--- config.mk ---
export PLATFORM = sky130hd
export DESIGN_NAME = floo_mcast_rsp_reducer
export DESIGN_NICKNAME = d
export VERILOG_FILES = /design/src/rtl/floo_pkg.sv /design/src/rtl/floo_mcast_rsp_table.sv /design/src/rtl/floo_mcast_rsp_reducer.sv
export SDC_FILE = /design/constraint.sdc
export NUM_CORES = 1
export LEC_CHECK = 0
export CORE_MARGIN = 8
export CORE_UTILIZATION = 60
export CTS_BUF_LIST = sky130_fd_sc_hd__clkbuf_16
export DETAILED_ROUTE_END_ITERATION = 10
export DONT_BUFFER_PORTS = 1
export GPL_TIMING_DRIVEN = 0
export PLACE_DENSITY = 0.83
export SYNTH_ARGS = -nofsm -noshare
export SYNTH_HDL_FRONTEND = slang
export SYNTH_SLANG_ARGS = --single-unit
--- constraint.sdc ---
create_clock -name clk_i -period 11.5 [get_ports clk_i]
set_clock_uncertainty 0.05 [all_clocks]
set_input_delay 1.15 -clock clk_i [delete_from_list [all_inputs] [get_ports clk_i]]
set_output_delay 1.15 -clock clk_i [all_outputs]
set_load 0.05 [all_outputs]
--- src/rtl/floo_pkg.sv ---
`default_nettype none
// ============================================================================
//  Module      : floo_pkg
//  Description : Shared FlooNoC types for the multicast response reducer:
//                flit header layout, AXI response encoding, table entry.
//  Revision    : 1.0 - initial multicast response reduction support
// ============================================================================
package floo_pkg;

    localparam int unsigned MaxDestsDefault    = 16;
    localparam int unsigned NumMcastIdsDefault = 8;
    localparam int unsigned McastIdWidth       = $clog2(NumMcastIdsDefault);
    localparam int unsigned McastCntWidth      = $clog2(MaxDestsDefault + 1);
    localparam int unsigned PayloadWidth       = 32;

    // AXI response codes; numeric order doubles as severity order.
    typedef enum logic [1:0] {
        RespOkay   = 2'd0,
        RespExOkay = 2'd1,
        RespSlvErr = 2'd2,
        RespDecErr = 2'd3
    } rsp_err_e;

    typedef struct packed {
        logic                    ring_on_mesh_mcast;
        logic [McastIdWidth-1:0] mcast_id;
        rsp_err_e                rsp_err;
    } hdr_t;

    typedef struct packed {
        hdr_t                    hdr;
        logic [PayloadWidth-1:0] payload;
    } flit_t;

    typedef struct packed {
        logic [McastCntWidth-1:0] cnt;
        rsp_err_e                 err;
    } mcast_entry_t;

    // Merge two responses: the more severe code wins.
    function automatic rsp_err_e rsp_err_max(input rsp_err_e a, input rsp_err_e b);
        return (a > b) ? a : b;
    endfunction

endpackage
`default_nettype wire

--- src/rtl/floo_mcast_rsp_table.sv ---
`default_nettype none
// ============================================================================
//  Module      : floo_mcast_rsp_table
//  Description : Per-multicast-id collection state (response count and
//                merged error) with lookup, update, clear and a count of
//                entries currently collecting.
//  Revision    : 1.0 - initial version
// ============================================================================
module floo_mcast_rsp_table
    import floo_pkg::*;
#(
    parameter int unsigned NumMcastIds = 8,
    parameter int unsigned IdWidth     = 3,
    parameter int unsigned PendWidth   = 4
) (
    input  logic                 clk_i,
    input  logic                 rst_ni,
    input  logic [IdWidth-1:0]   lookup_id,
    output mcast_entry_t         lookup_entry,
    input  logic                 upd_en,
    input  logic                 clr_en,
    input  logic [IdWidth-1:0]   upd_id,
    input  mcast_entry_t         upd_entry,
    output logic [PendWidth-1:0] pending
);

    mcast_entry_t entries [NumMcastIds];

    // Entry storage: clear wins over update (a flit is either final or absorbed).
    always_ff @(posedge clk_i or negedge rst_ni) begin
        if (!rst_ni) begin
            for (int i = 0; i < int'(NumMcastIds); i++) begin
                entries[i] <= '0;
            end
        end else if (clr_en) begin
            entries[upd_id] <= '0;
        end else if (upd_en) begin
            entries[upd_id] <= upd_entry;
        end
    end

    assign lookup_entry = entries[lookup_id];

    // Number of ids with at least one response collected.
    always_comb begin
        pending = '0;
        for (int i = 0; i < int'(NumMcastIds); i++) begin
            if (entries[i].cnt != '0) begin
                pending = pending + PendWidth'(1);
            end
        end
    end

endmodule
`default_nettype wire

--- src/rtl/floo_mcast_rsp_reducer.sv ---
`default_nettype none
// ============================================================================
//  Module      : floo_mcast_rsp_reducer
//  Description : Collects the per-destination responses of a multicast write
//                and emits one merged response; unicast flits pass through.
//                One-entry output register, 1-cycle latency, full throughput.
//  Revision    : 1.0 - initial version
// ============================================================================
module floo_mcast_rsp_reducer
    import floo_pkg::*;
#(
    parameter int unsigned MaxDests    = 16,
    parameter int unsigned NumMcastIds = 8,
    parameter type         flit_t      = floo_pkg::flit_t,
    localparam int unsigned CntWidth   = $clog2(MaxDests + 1),
    localparam int unsigned PendWidth  = $clog2(NumMcastIds + 1)
) (
    input  logic                 clk_i,
    input  logic                 rst_ni,
    input  logic [CntWidth-1:0]  num_dests_i,
    input  logic                 valid_i,
    output logic                 ready_o,
    input  flit_t                data_i,
    output logic                 valid_o,
    input  logic                 ready_i,
    output flit_t                data_o,
    output logic [PendWidth-1:0] pending_o,
    output logic                 overflow_o
);

    localparam int unsigned IdWidth     = (NumMcastIds > 1) ? $clog2(NumMcastIds) : 1;
    localparam int unsigned CntIncWidth = CntWidth + 1;

    logic [CntWidth-1:0]    target;
    logic [IdWidth-1:0]     id;
    mcast_entry_t           entry;
    mcast_entry_t           upd_entry;
    logic [CntIncWidth-1:0] cnt_inc;
    logic                   is_mcast;
    logic                   absorb;
    logic                   overflow_hit;
    rsp_err_e               merged_err;
    logic                   slot_free;
    logic                   handshake;
    logic                   load;
    logic                   upd_en;
    logic                   clr_en;
    flit_t                  load_data;
    logic                   out_valid;
    flit_t                  out_data;
    logic                   overflow_q;

    // Effective response target: zero means "one", large values saturate.
    always_comb begin
        target = num_dests_i;
        if (num_dests_i == '0) begin
            target = CntWidth'(1);
        end else if (num_dests_i > CntWidth'(MaxDests)) begin
            target = CntWidth'(MaxDests);
        end
    end

    assign id       = IdWidth'(data_i.hdr.mcast_id);
    assign is_mcast = data_i.hdr.ring_on_mesh_mcast;

    floo_mcast_rsp_table #(
        .NumMcastIds (NumMcastIds),
        .IdWidth     (IdWidth),
        .PendWidth   (PendWidth)
    ) u_table (
        .clk_i        (clk_i),
        .rst_ni       (rst_ni),
        .lookup_id    (id),
        .lookup_entry (entry),
        .upd_en       (upd_en),
        .clr_en       (clr_en),
        .upd_id       (id),
        .upd_entry    (upd_entry),
        .pending      (pending_o)
    );

    // Classify the flit at the head of the input purely from data and table.
    always_comb begin
        cnt_inc      = CntIncWidth'(entry.cnt) + CntIncWidth'(1);
        absorb       = is_mcast && (cnt_inc < CntIncWidth'(target));
        overflow_hit = is_mcast && (CntIncWidth'(entry.cnt) >= CntIncWidth'(target));
        merged_err   = rsp_err_max(entry.err, data_i.hdr.rsp_err);
    end

    // Absorbed responses never need the output slot, so they drain even
    // while the NI stalls; everything else waits for a free slot.
    always_comb begin
        slot_free = !out_valid || ready_i;
        ready_o   = absorb || slot_free;
        handshake = valid_i && ready_o;
        load      = handshake && !absorb;
        upd_en    = handshake && absorb;
        clr_en    = handshake && is_mcast && !absorb;
    end

    // Table write data and the merged flit presented to the output register.
    always_comb begin
        upd_entry.cnt = McastCntWidth'(cnt_inc);
        upd_entry.err = merged_err;
        load_data     = data_i;
        if (is_mcast) begin
            load_data.hdr.rsp_err            = merged_err;
            load_data.hdr.ring_on_mesh_mcast = 1'b0;
        end
    end

    // Single-entry output register: load on accept, empty on drain.
    always_ff @(posedge clk_i or negedge rst_ni) begin
        if (!rst_ni) begin
            out_valid <= 1'b0;
            out_data  <= '0;
        end else if (load) begin
            out_valid <= 1'b1;
            out_data  <= load_data;
        end else if (ready_i) begin
            out_valid <= 1'b0;
        end
    end

    // Sticky flag for a response arriving beyond the target count.
    always_ff @(posedge clk_i or negedge rst_ni) begin
        if (!rst_ni) begin
            overflow_q <= 1'b0;
        end else if (handshake && overflow_hit) begin
            overflow_q <= 1'b1;
        end
    end

    assign valid_o    = out_valid;
    assign data_o     = out_data;
    assign overflow_o = overflow_q;

endmodule
`default_nettype wire

; Word-level counts from Yosys, hierarchy flattened
; Index checks and enable logic that the tools add are counted.
[op_classes]
addsub = 8
order_cmp = 6
mux = 22
bitwise_logic = 3
reduce_logical = 24
[op_table]
columns = cell, n
row1 = $mux 56, 2
row2 = $and 56x56->56, 1
row3 = $bwmux 56, 1
row4 = $not 56->56, 1
row5 = $reduce_bool 5->1, 8
row6 = $mux 4, 7
row7 = $add 4x1->4 const B, 6
row8 = $bmux 7 s3, 1
row9 = $demux 7 s3, 1
row10 = $mux 7, 3
row11 = $mux 5, 2
row12 = $logic_and 1x1->1, 9
row13 = $add 5x1->6 const B, 1
row14 = $lt 6x5->1, 1
row15 = $ge 5x5->1, 1
row16 = $gt 5x5->1 const B, 1
row17 = $logic_not 5->1, 1
row18 = $ge 4x4->1 const B, 1
row19 = $lt 4x1->1 const B, 1
row20 = $mux 2, 2
row21 = $not 3->4, 1
row22 = $reduce_bool 2->1, 2
row23 = $mux 1, 3
row24 = $add 1x1->2 const B, 1
row25 = other kinds (3), 5
[word_totals]
ff_bits = 95

; Longest topological paths before layout
; Gate-level depths: netlist of run 1.
[depth]
word_depth = 16
depth_mapped = 18
mapped_depth_nobuf = 18

; By module
; Synthesis of run 1 repeated with hierarchy kept, for this count alone.
[hier_totals]
hier_cells = 450
hier_area_um2 = 5193.7
[by_module_without_submodules]
columns = module, instances, cells_each, area_each_um2
row1 = floo_mcast_rsp_table, 1, 303, 3216.8
row2 = floo_mcast_rsp_reducer, 1, 147, 1976.9

; Least setup slack after synthesis of run 1
; No wires, ideal clock.
[synth_path]
path_type = register -> output
start = reg u_table.entries[46] in the netlist's numbering
end = out pending_o[2]
arrival_time_ns = 4.707
required_time_ns = 10.300
setup_slack_ns = 5.593
stages_incl_launch_ff = 18
n_path_buf = 1
cell_sequence = dfrtp_1 > or4_1 > nor2_1 > ha_1 > or3_4 > a21o_1 > and2_4 > buf_6 > ha_1 > xnor2_1 > a221o_2 > ha_1 > nor2_1 > nor2_1 > ha_1 > o21ai_0 > xnor2_1 > xnor2_1
[synth_between]
elab_chain_len = 14
[synth_lines]
columns = element, line
row1 = from (decl), floo_mcast_rsp_table.sv:27  ; mcast_entry_t entries [NumMcastIds];
row2 = "from (signal, indexed assignment)", floo_mcast_rsp_table.sv:38  ; entries[upd_id] <= upd_entry;
row3 = $reduce_bool 5->1 (*), floo_mcast_rsp_table.sv:48  ; if (entries[i].cnt != '0) begin
row4 = $mux 4 (*), floo_mcast_rsp_table.sv:48
row5 = $add 4x1->4, floo_mcast_rsp_table.sv:49  ; pending = pending + PendWidth'(1);
row6 = $mux 4 (*), floo_mcast_rsp_table.sv:48
row7 = $add 4x1->4, floo_mcast_rsp_table.sv:49
row8 = $mux 4 (*), floo_mcast_rsp_table.sv:48
row9 = $add 4x1->4, floo_mcast_rsp_table.sv:49
row10 = $mux 4 (*), floo_mcast_rsp_table.sv:48
row11 = $add 4x1->4, floo_mcast_rsp_table.sv:49
row12 = $mux 4 (*), floo_mcast_rsp_table.sv:48
row13 = $add 4x1->4, floo_mcast_rsp_table.sv:49
row14 = $mux 4 (*), floo_mcast_rsp_table.sv:48
row15 = $add 4x1->4, floo_mcast_rsp_table.sv:49
row16 = $mux 4 (*), floo_mcast_rsp_table.sv:48
row17 = to (decl), floo_mcast_rsp_reducer.sv:27  ; output logic [PendWidth-1:0] pending_o,
; Every way passes the cells marked *; elsewhere a longest branch is shown, timed or not.

; Worst setup path in the final report of run 1
[layout_path]
start = reg u_table.entries[45] in the netlist's numbering
end = out pending_o[2]
; The elaborated chain is that of the path after synthesis.

==> results.md, run 1 <==
Synthesis:
- The synthesized design contains 95 register bits.
- The synthesized design devotes to its leading area cell type 46.3% of total area.
- Synthesis instantiated 69 different standard cells from the library.
- The post-synth design cell area is 5130 um2.
- During synthesis, Yosys emitted a total of 0 warnings.
- In this run, synthesis inferred 0 flip-flops with an integrated enable.
- The synthesized design spends more area on one cell type than any other, namely sky130_fd_sc_hd__dfrtp_1.
- Summing the sequential cell areas from Yosys gives 46.3% of the chip area.
- The share of flip-flops with an asynchronous set or reset after synthesis is 100%.
- The net count after synthesis is 506.
- The most used flip-flop cell after synthesis is sky130_fd_sc_hd__dfrtp_1.
- By area the synthesized netlist is led by sky130_fd_sc_hd__dfrtp_1 (46%), sky130_fd_sc_hd__mux2_2 (8.3%), sky130_fd_sc_hd__o2bb2ai_1 (5.5%).
- After synthesis, the mean cell area works out to 11.7 um2.
- Synthesis handed over a netlist of 440 instances.

Cells and area:
- The share of layout cells above drive strength 1 is 19.3%.
- The diode insertion count for antenna repair is 0.
- From synthesis to final layout, the design area changed by 7.87%.
- The final non-filler cell total is 560.
- The net total in the final layout is 517.

Timing:
- The worst path needs 6.57 ns of the cycle, external delays included.
- Setup repair after global routing left no endpoint under its margin.
- Setup total negative slack on the finished layout was measured at 0 ns.
- The number of pins with negative max-slew slack in the final report is 0.
- Of the available clock period, the critical path in the final layout requires 57.1%.
- Timing would allow up to 0.152 GHz.
- The number of hold violations in the final report came to 0.
- After layout, the worst setup slack is 4.93 ns.
- The relative slew slack is 23.8%.
- For the pin with the worst max-slew slack, the measured transition is 1.13 ns.
- The final setup violation count is 0.

Placed design:
- Detailed placement ended at an HPWL of 8.81 mm.
- Port buffering added 0 buffers.
- The total instance count after detailed placement is 545.
- The congestion estimate from routability-driven global placement came to 0.868.
- The setup slack at placement is 5.26 ns.

Critical path:
- The critical path is of the flip-flop to primary output type.
- The critical path data arrival time is 5.37 ns.
- The worst setup path is launched from a flip-flop.
- STA puts the critical path data required time at 10.30 ns.
- The worst setup path is captured at a primary output.
- Of all nets on the critical path, the largest fanout is 5.

CTS:
- The clock tree synthesis step divided the H-tree into 3 levels.
- The number of buffers between clock root and the deepest sink is 2.
- Post-CTS timing repair inserted 0 buffers for setup.
- The number of hold buffers added after CTS is 0.
- The post-cts gate resize count is 0.
- The clock latency on the worst-skew pair is 0.34 ns.
- The clock drives 95 sinks.
- The clock slew seen by the registers of the worst setup and hold paths is 0.07 ns.
- TritonCTS built the clock tree.
- The clock root buffer is sky130_fd_sc_hd__clkbuf_16.
- The number of clock buffers added by TritonCTS is 9.

Global routing:
- The total grt overflow is 0.
- The initial antenna violation count came to 0.
- The via count of the first global-routing pass is 3784.
- The largest net degree at the start of global routing is 96.
- The all-layer global routing usage is 21.1%.
- The wire length of the first global-routing pass is 19.5 mm.

Die:
- The horizontal die dimension is 109 um.
- The initial utilization of the core area, before any placement, comes to 62.2%.
- The I/O pin count is 92.
- The total number of placement rows is 33.
- The die covers 11800 um2.
- The height of the die is 109 um.
- The core region is 8260 um2.

Drt:
- The total routed wirelength is 12.1 mm.
- Dividing the detail-routed wire length by the instance count gives 21.6 um.
- The average via count per standard cell is 6.66.
- In this run the remaining antenna-violating nets after routing total 0.
- For this run, design rule violations remaining after detail routing come to 0.
- The detailed router finished its first iteration with 347 violations.
- The total number of vias is 3730.
- The first detailed-routing pass took 6 iterations.

Status:
- The run finished with clean final reports.

Worst hold path:
- In this run the worst hold path is classified as flip-flop to flip-flop.

Job:
- The tool flagged a number of max-cap violations equal to 0.
-- worst max-delay path: stages (launching register included) --
cell                      delay (ns)
sky130_fd_sc_hd__dfrtp_1        0.42
sky130_fd_sc_hd__or4_1          0.50
sky130_fd_sc_hd__nor2_1         0.27
sky130_fd_sc_hd__ha_1           0.35
sky130_fd_sc_hd__or3_4          0.39
sky130_fd_sc_hd__a21o_1         0.21
sky130_fd_sc_hd__and2_4         0.14
sky130_fd_sc_hd__buf_6          0.12
sky130_fd_sc_hd__ha_1           0.28
sky130_fd_sc_hd__xnor2_1        0.13
sky130_fd_sc_hd__a221o_2        0.40
sky130_fd_sc_hd__ha_1           0.35
sky130_fd_sc_hd__nor2_1         0.06
sky130_fd_sc_hd__nor2_1         0.14
sky130_fd_sc_hd__ha_1           0.16
sky130_fd_sc_hd__o21ai_0        0.09
sky130_fd_sc_hd__xnor2_1        0.15
sky130_fd_sc_hd__xnor2_1        0.85
-- final timing paths --
check,to,cells past startpoint,from,slack [ns]
setup / recovery,pending_o[2],17,u_table.entries[45]$_DFFE_PN0P_,4.93
max in group asynchronous,u_table.entries[38]$_DFFE_PN0P_,0,rst_ni,10.84
setup reg to reg,data_o[8]$_DFFE_PN0P_,13,u_table.entries[31]$_DFFE_PN0P_,7.85
hold / removal,u_table.entries[14]$_DFFE_PN0P_,1,u_table.entries[14]$_DFFE_PN0P_,0.44
hold reg to reg,u_table.entries[14]$_DFFE_PN0P_,1,u_table.entries[14]$_DFFE_PN0P_,0.44
min in group asynchronous,data_o[4]$_DFFE_PN0P_,0,rst_ni,0.45
-- state kept, by name, summed over array words and instances, names as in the netlist --
register and flops:
u_table.entries 56, data_o 37, overflow_o 1, valid_o 1
-- cell usage in the layout, fill, tap and decap left out, types with 4 or more instances in the layout --
master,Yosys,layout
sky130_fd_sc_hd__nor2b_1,6,6
sky130_fd_sc_hd__ha_1,19,19
sky130_fd_sc_hd__o21ai_0,6,6
sky130_fd_sc_hd__dfrtp_1,95,95
sky130_fd_sc_hd__buf_2,4,4
sky130_fd_sc_hd__inv_1,13,13
sky130_fd_sc_hd__clkbuf_16,0,9
sky130_fd_sc_hd__mux2_2,38,38
sky130_fd_sc_hd__a21oi_1,9,9
sky130_fd_sc_hd__or4_1,4,4
sky130_fd_sc_hd__and2_1,7,7
sky130_fd_sc_hd__nor2_1,25,25
sky130_fd_sc_hd__nand3_1,11,11
sky130_fd_sc_hd__nand2_1,31,31
sky130_fd_sc_hd__nor3_1,7,7
sky130_fd_sc_hd__xnor2_1,11,11
sky130_fd_sc_hd__nand2b_1,8,8
sky130_fd_sc_hd__o2bb2ai_1,32,32
sky130_fd_sc_hd__clkbuf_1,7,7
sky130_fd_sc_hd__mux4_2,8,8
sky130_fd_sc_hd__mux2i_1,7,7
sky130_fd_sc_hd__a22o_1,24,24
sky130_fd_sc_hd__buf_6,4,4
-- Yosys cell counts, drive strengths merged, types with 4 or more instances --
| cell | number |
|---|---|
| a21oi | 9 |
| a22o | 24 |
| and2 | 8 |
| buf | 12 |
| clkbuf | 7 |
| dfrtp | 95 |
| ha | 19 |
| inv | 13 |
| mux2 | 42 |
| mux2i | 8 |
| mux4 | 8 |
| nand2 | 31 |
| nand2b | 8 |
| nand3 | 11 |
| nor2 | 26 |
| nor2b | 6 |
| nor3 | 7 |
| o21ai | 9 |
| o2bb2ai | 32 |
| or3 | 4 |
| or4 | 5 |
| xnor2 | 11 |
-- area by class of cell --
class / instances / area, um2
plain buffers: 19 / 114
inverters: 13 / 48.8
fillers: 602 / 2720
multi-input cells: 313 / 2590
flip-flops and latches: 95 / 2380
clock buffers: 9 / 225
clock inverters: 6 / 47.5
well taps: 105 / 131
-- through the flow --
step,utilization (%),instance area (um2),hold slack [ns]
2_1_floorplan,-,5130,0.401
5_1_grt,67.1,5540,0.437
4_1_cts,67.1,5540,0.441
6_report,67.1,5540,0.443
3_3_place_gp,63.8,5270,0.428
3_5_place_dp,63.8,5270,0.427
-- kinds of logic after synthesis --
group / synth area share [%]
and+or+nand+nor: 12.5
adders and majority gates: 4.63
muxes: 14.6
xor gates and xnor gates: 2.85
other: 0.0730
AOI/OAI and AO/OA: 15.9
DFF: 46.3
buffers and inverters: 3.17
-- per-layer routing --
metal / routed length, um / GRT usage [%] / vias up / part of all wire (%)
met1: 4930 / 26.7 / 1819 / 41
met3: 1130 / 5.89 / 32 / 9.4
met5: 0 / 0 / - / 0
li1: - / - / 1672 / -
met4: 282 / 9.09 / 0 / 2.3
met2: 5740 / 33.4 / 207 / 47
Power of run 1 is left out: the tool's default activity adds up to more than one toggle a clock period on the data nets, which glitch-free logic cannot reach.
==> inputs of run 2 (changes only) <==
--- a/config.mk
+++ b/config.mk
@@ -6,7 +6,7 @@
 export NUM_CORES = 1
 export LEC_CHECK = 0
 export CORE_MARGIN = 8
-export CORE_UTILIZATION = 60
+export CORE_UTILIZATION = 58
 export CTS_BUF_LIST = sky130_fd_sc_hd__clkbuf_16
 export DETAILED_ROUTE_END_ITERATION = 10
 export DONT_BUFFER_PORTS = 1
==> constraint.sdc (replaced) <==
create_clock -name clk_i -period 5.35 [get_ports clk_i]
set_clock_uncertainty 0.05 [all_clocks]
set_input_delay 0.535 -clock clk_i [delete_from_list [all_inputs] [get_ports clk_i]]
set_output_delay 0.535 -clock clk_i [all_outputs]
set_load 0.05 [all_outputs]
==> run 2 against run 1 <==
  * Cell area up 4.6%
  * Hold slack got worse by 0.37 ns
  * Clock-buffer cell count unchanged
  * First-iteration DRC count decreased by 29%
  * Die area up 2.9%
  * Cell count grew 2.7%
  * Sequential cell count unchanged
  * Non-clock buffer count grew 11
  * Setup slack worse by 4.8 ns
  * Global-route usage increased by 0.79 points
  * Critical endpoint is now pending_o[3]
==> results.md, run 2 (same netlist as run 1, synthesis figures left out) <==
Timing:
- The relative slew slack is 26.1%.
- Setup violations remaining at the end of the flow were counted as 0.
- The transition at the pin with the smallest max-transition slack is 1.10 ns.
- Setup repair after global routing left no endpoint under its margin.
- The post-route clock period utilization is 96.7%.
- The number of pins with negative max-slew slack in the final report was 0.
- Once routing completed, OpenROAD measured the worst setup slack at 0.177 ns.
- Hold is met by 0.0695 ns.
- Derived from the worst setup path, the maximum achievable clock frequency is 0.193 GHz.
- The minimum clock period after layout is 5.17 ns.
- The number of hold violations in the final report is 0.

CTS:
- The CTS buffer count is 9.
- The TritonCTS clock tree is done.
- The clock passes through at most 2 buffers.
- The number of levels in the clock H-tree is 3.
- For the worst-skew pair, the clock arrives at the later sink with an insertion delay of 0.34 ns.
- After clock tree synthesis, the clock-pin slew on the worst setup and hold paths is 0.07 ns.
- The clock net sink count is 95.
- In this run the clock root is driven by a sky130_fd_sc_hd__clkbuf_16.

Cells and area:
- The top cell types in the final layout, fill and taps aside, are sky130_fd_sc_hd__dfrtp_1 (95), sky130_fd_sc_hd__mux2_2 (38), sky130_fd_sc_hd__o2bb2ai_1 (32).
- 0 antenna diodes ended up in the layout.
- The register with the most flip-flops in the layout has 56 of them.
- The post-route netlist has 24.4% of its cells at a drive strength greater than 1.
- The final layout contains 528 nets.
- The area growth from synthesis to final layout is 12.9%.
- The most common library cell in the layout ignoring fill and taps is sky130_fd_sc_hd__dfrtp_1.
- The register with the most flip-flops in the final layout is u_table.entries.
- The post-route core utilization is 67.1%.

Drt:
- The first detailed-routing pass took 5 iterations.
- The routed layout has 3768 vias.
- The total routed wirelength is 12.8 mm.
- In the final routed layout, each cell accounts on average for 22.3 um.
- Using the TritonRoute via totals, the vias-per-cell ratio works out to 6.55.
- In this run the remaining antenna-violating nets after routing total 0.
- The number of DRC violations after detailed routing is 0.
- The number of DRC markers after the initial detailed-route iteration is 246.

Global routing:
- The all-layer global routing usage is 21.9%.
- The total grt overflow is 0.
- The wire length of the first global-routing pass is 20.3 mm.
- The largest net degree at the start of global routing is 96.
- The initial antenna violation count is 0.
- The via count of the first global-routing pass is 3920.

Job:
- The max-cap violation count is 0.

Critical path:
- Along the worst path, the maximum fanout reaches 5.
- The worst reg-to-reg path cell count is 14.
- The launching element type of the critical path is a flip-flop.
- The endpoint class of the critical path is a primary output.
- The critical path goes through or4_4 > nor2_4 > ha_4 > or3_4 > a21o_1 > and2_4 > buf_6 > ha_4 > xnor2_1 > a221o_2 > ha_4 > nor2b_1 > nand4bb_1 > nand2_1 > mux2_4 > nand3_1 > o2111ai_4.
- The critical path data arrival time is 4.59 ns.
- Together, buffers and inverters on the worst path number 1.
- The critical-path cell with the highest stage delay is sky130_fd_sc_hd__or4_4.
- By instance count, the cell type seen most on the critical path is sky130_fd_sc_hd__ha_4.
- In this run the critical register-to-register path is launched from u_table.entries[45]$_DFFE_PN0P_.
- On the worst path, the slowest cell contributes a delay of 0.56 ns.
- The worst setup path startpoint is u_table.entries[45]$_DFFE_PN0P_.
- The number of cells on the critical path is 17.
- The data required time of the critical path is 4.76 ns.
- The critical path class is flip-flop to primary output.
- The kind of cell with the highest combined delay on the critical path is simple AND/OR/NAND/NOR gates.

Worst hold path:
- The kind of path behind the tightest hold check is primary input to async pin.

Placed design:
- The number of input and output port buffers inserted is 0.
- At the placement stage, the worst setup path has a slack of -0.298 ns.
- Detailed placement ended at an HPWL of 9.02 mm.
- The congestion estimate from routability-driven global placement came to 0.921.

Die:
- The total number of placement rows is 34.
- The height of the die is 110 um.
- The die area is 12100 um2.
- The I/O pin count is 92.
- For this configuration, the core starts out at a cell density of 59.4%.
- The horizontal die dimension is 110 um.
- In this run the standard cell core region covers 8640 um2.

Status:
- The run finished with clean final reports.
==> run 2: changes by cell type in the layout (fill, tap and decap cells not counted), moves of 2 or more <==
cell | previous run | this run
sky130_fd_sc_hd__ha_1 | 19 | 15
sky130_fd_sc_hd__or4_4 | 1 | 3
sky130_fd_sc_hd__buf_4 | 2 | 12
sky130_fd_sc_hd__inv_6 | 0 | 3
sky130_fd_sc_hd__clkinvlp_4 | 2 | 0
sky130_fd_sc_hd__nor2_4 | 0 | 2
sky130_fd_sc_hd__nor2_1 | 25 | 22
sky130_fd_sc_hd__ha_4 | 0 | 3
sky130_fd_sc_hd__or4_1 | 4 | 2
sky130_fd_sc_hd__xnor2_1 | 11 | 9
==> run 2: what timing repair did <==
item                       CTS  global route
hold endpoints to repair    95             0
hold buffers                 1             0
resized for setup           13             5
setup endpoints to repair    3             2
pin swaps                    5            11
buffers inserted             3             7
==> run 2: per-stage QoR <==
stage	cells	area (um2)	setup TNS, ns
after detailed placement	548	5270	-0.594
final	575	5790	0
after global routing	575	5790	0
after global placement	548	5270	-0.426
after CTS	568	5720	0
after floorplan	440	5130	0
==> run 2: worst register-to-register path: stages, from the launching register on <==
cell and delay (ns):
sky130_fd_sc_hd__dfrtp_1 0.41, sky130_fd_sc_hd__buf_4 0.14, sky130_fd_sc_hd__mux4_2 0.44, sky130_fd_sc_hd__mux2i_1 0.24, sky130_fd_sc_hd__inv_1 0.11, sky130_fd_sc_hd__ha_1 0.33
sky130_fd_sc_hd__ha_1 0.29, sky130_fd_sc_hd__o31a_1 0.15, sky130_fd_sc_hd__o21ai_1 0.07, sky130_fd_sc_hd__a21oi_1 0.31, sky130_fd_sc_hd__nand4bb_1 0.23, sky130_fd_sc_hd__and3_1 0.19
sky130_fd_sc_hd__buf_2 0.23, sky130_fd_sc_hd__buf_6 0.18, sky130_fd_sc_hd__mux2_2 0.35
==> run 2: cell type report <==
| cell class | instances | area, um2 |
|---|---|---|
| Fill cell | 607 | 2840 |
| Multi-Input combinational cell | 313 | 2710 |
| Sequential cell | 95 | 2380 |
| Clock buffer | 9 | 225 |
| Tap cell | 108 | 135 |
| Buffer | 19 | 114 |
| Timing Repair Buffer | 11 | 103 |
| Clock inverter | 7 | 85.1 |
| Inverter | 13 | 48.8 |
==> run 2: final timing paths <==
kind	to	slack [ns]
max	pending_o[3]	0.18
min	u_table.entries[55]$_DFFE_PN0P_	0.07
min reg2reg	u_table.entries[21]$_DFFE_PN0P_	0.44
max in group asynchronous	u_table.entries[7]$_DFFE_PN0P_	4.85
max reg2reg	data_o[21]$_DFFE_PN0P_	1.51
min in group clk_i	data_o[31]$_DFFE_PN0P_	0.27
==> run 2: routing by layer <==
metal	GRT usage [%]	routed length (um)	share of wire, %
met1	26.9	5110	40
met2	34.8	6130	48
met3	7.67	1260	9.9
met4	8.49	293	2.3
met5	0	0	0
Power of run 2 is left out for the same reason.
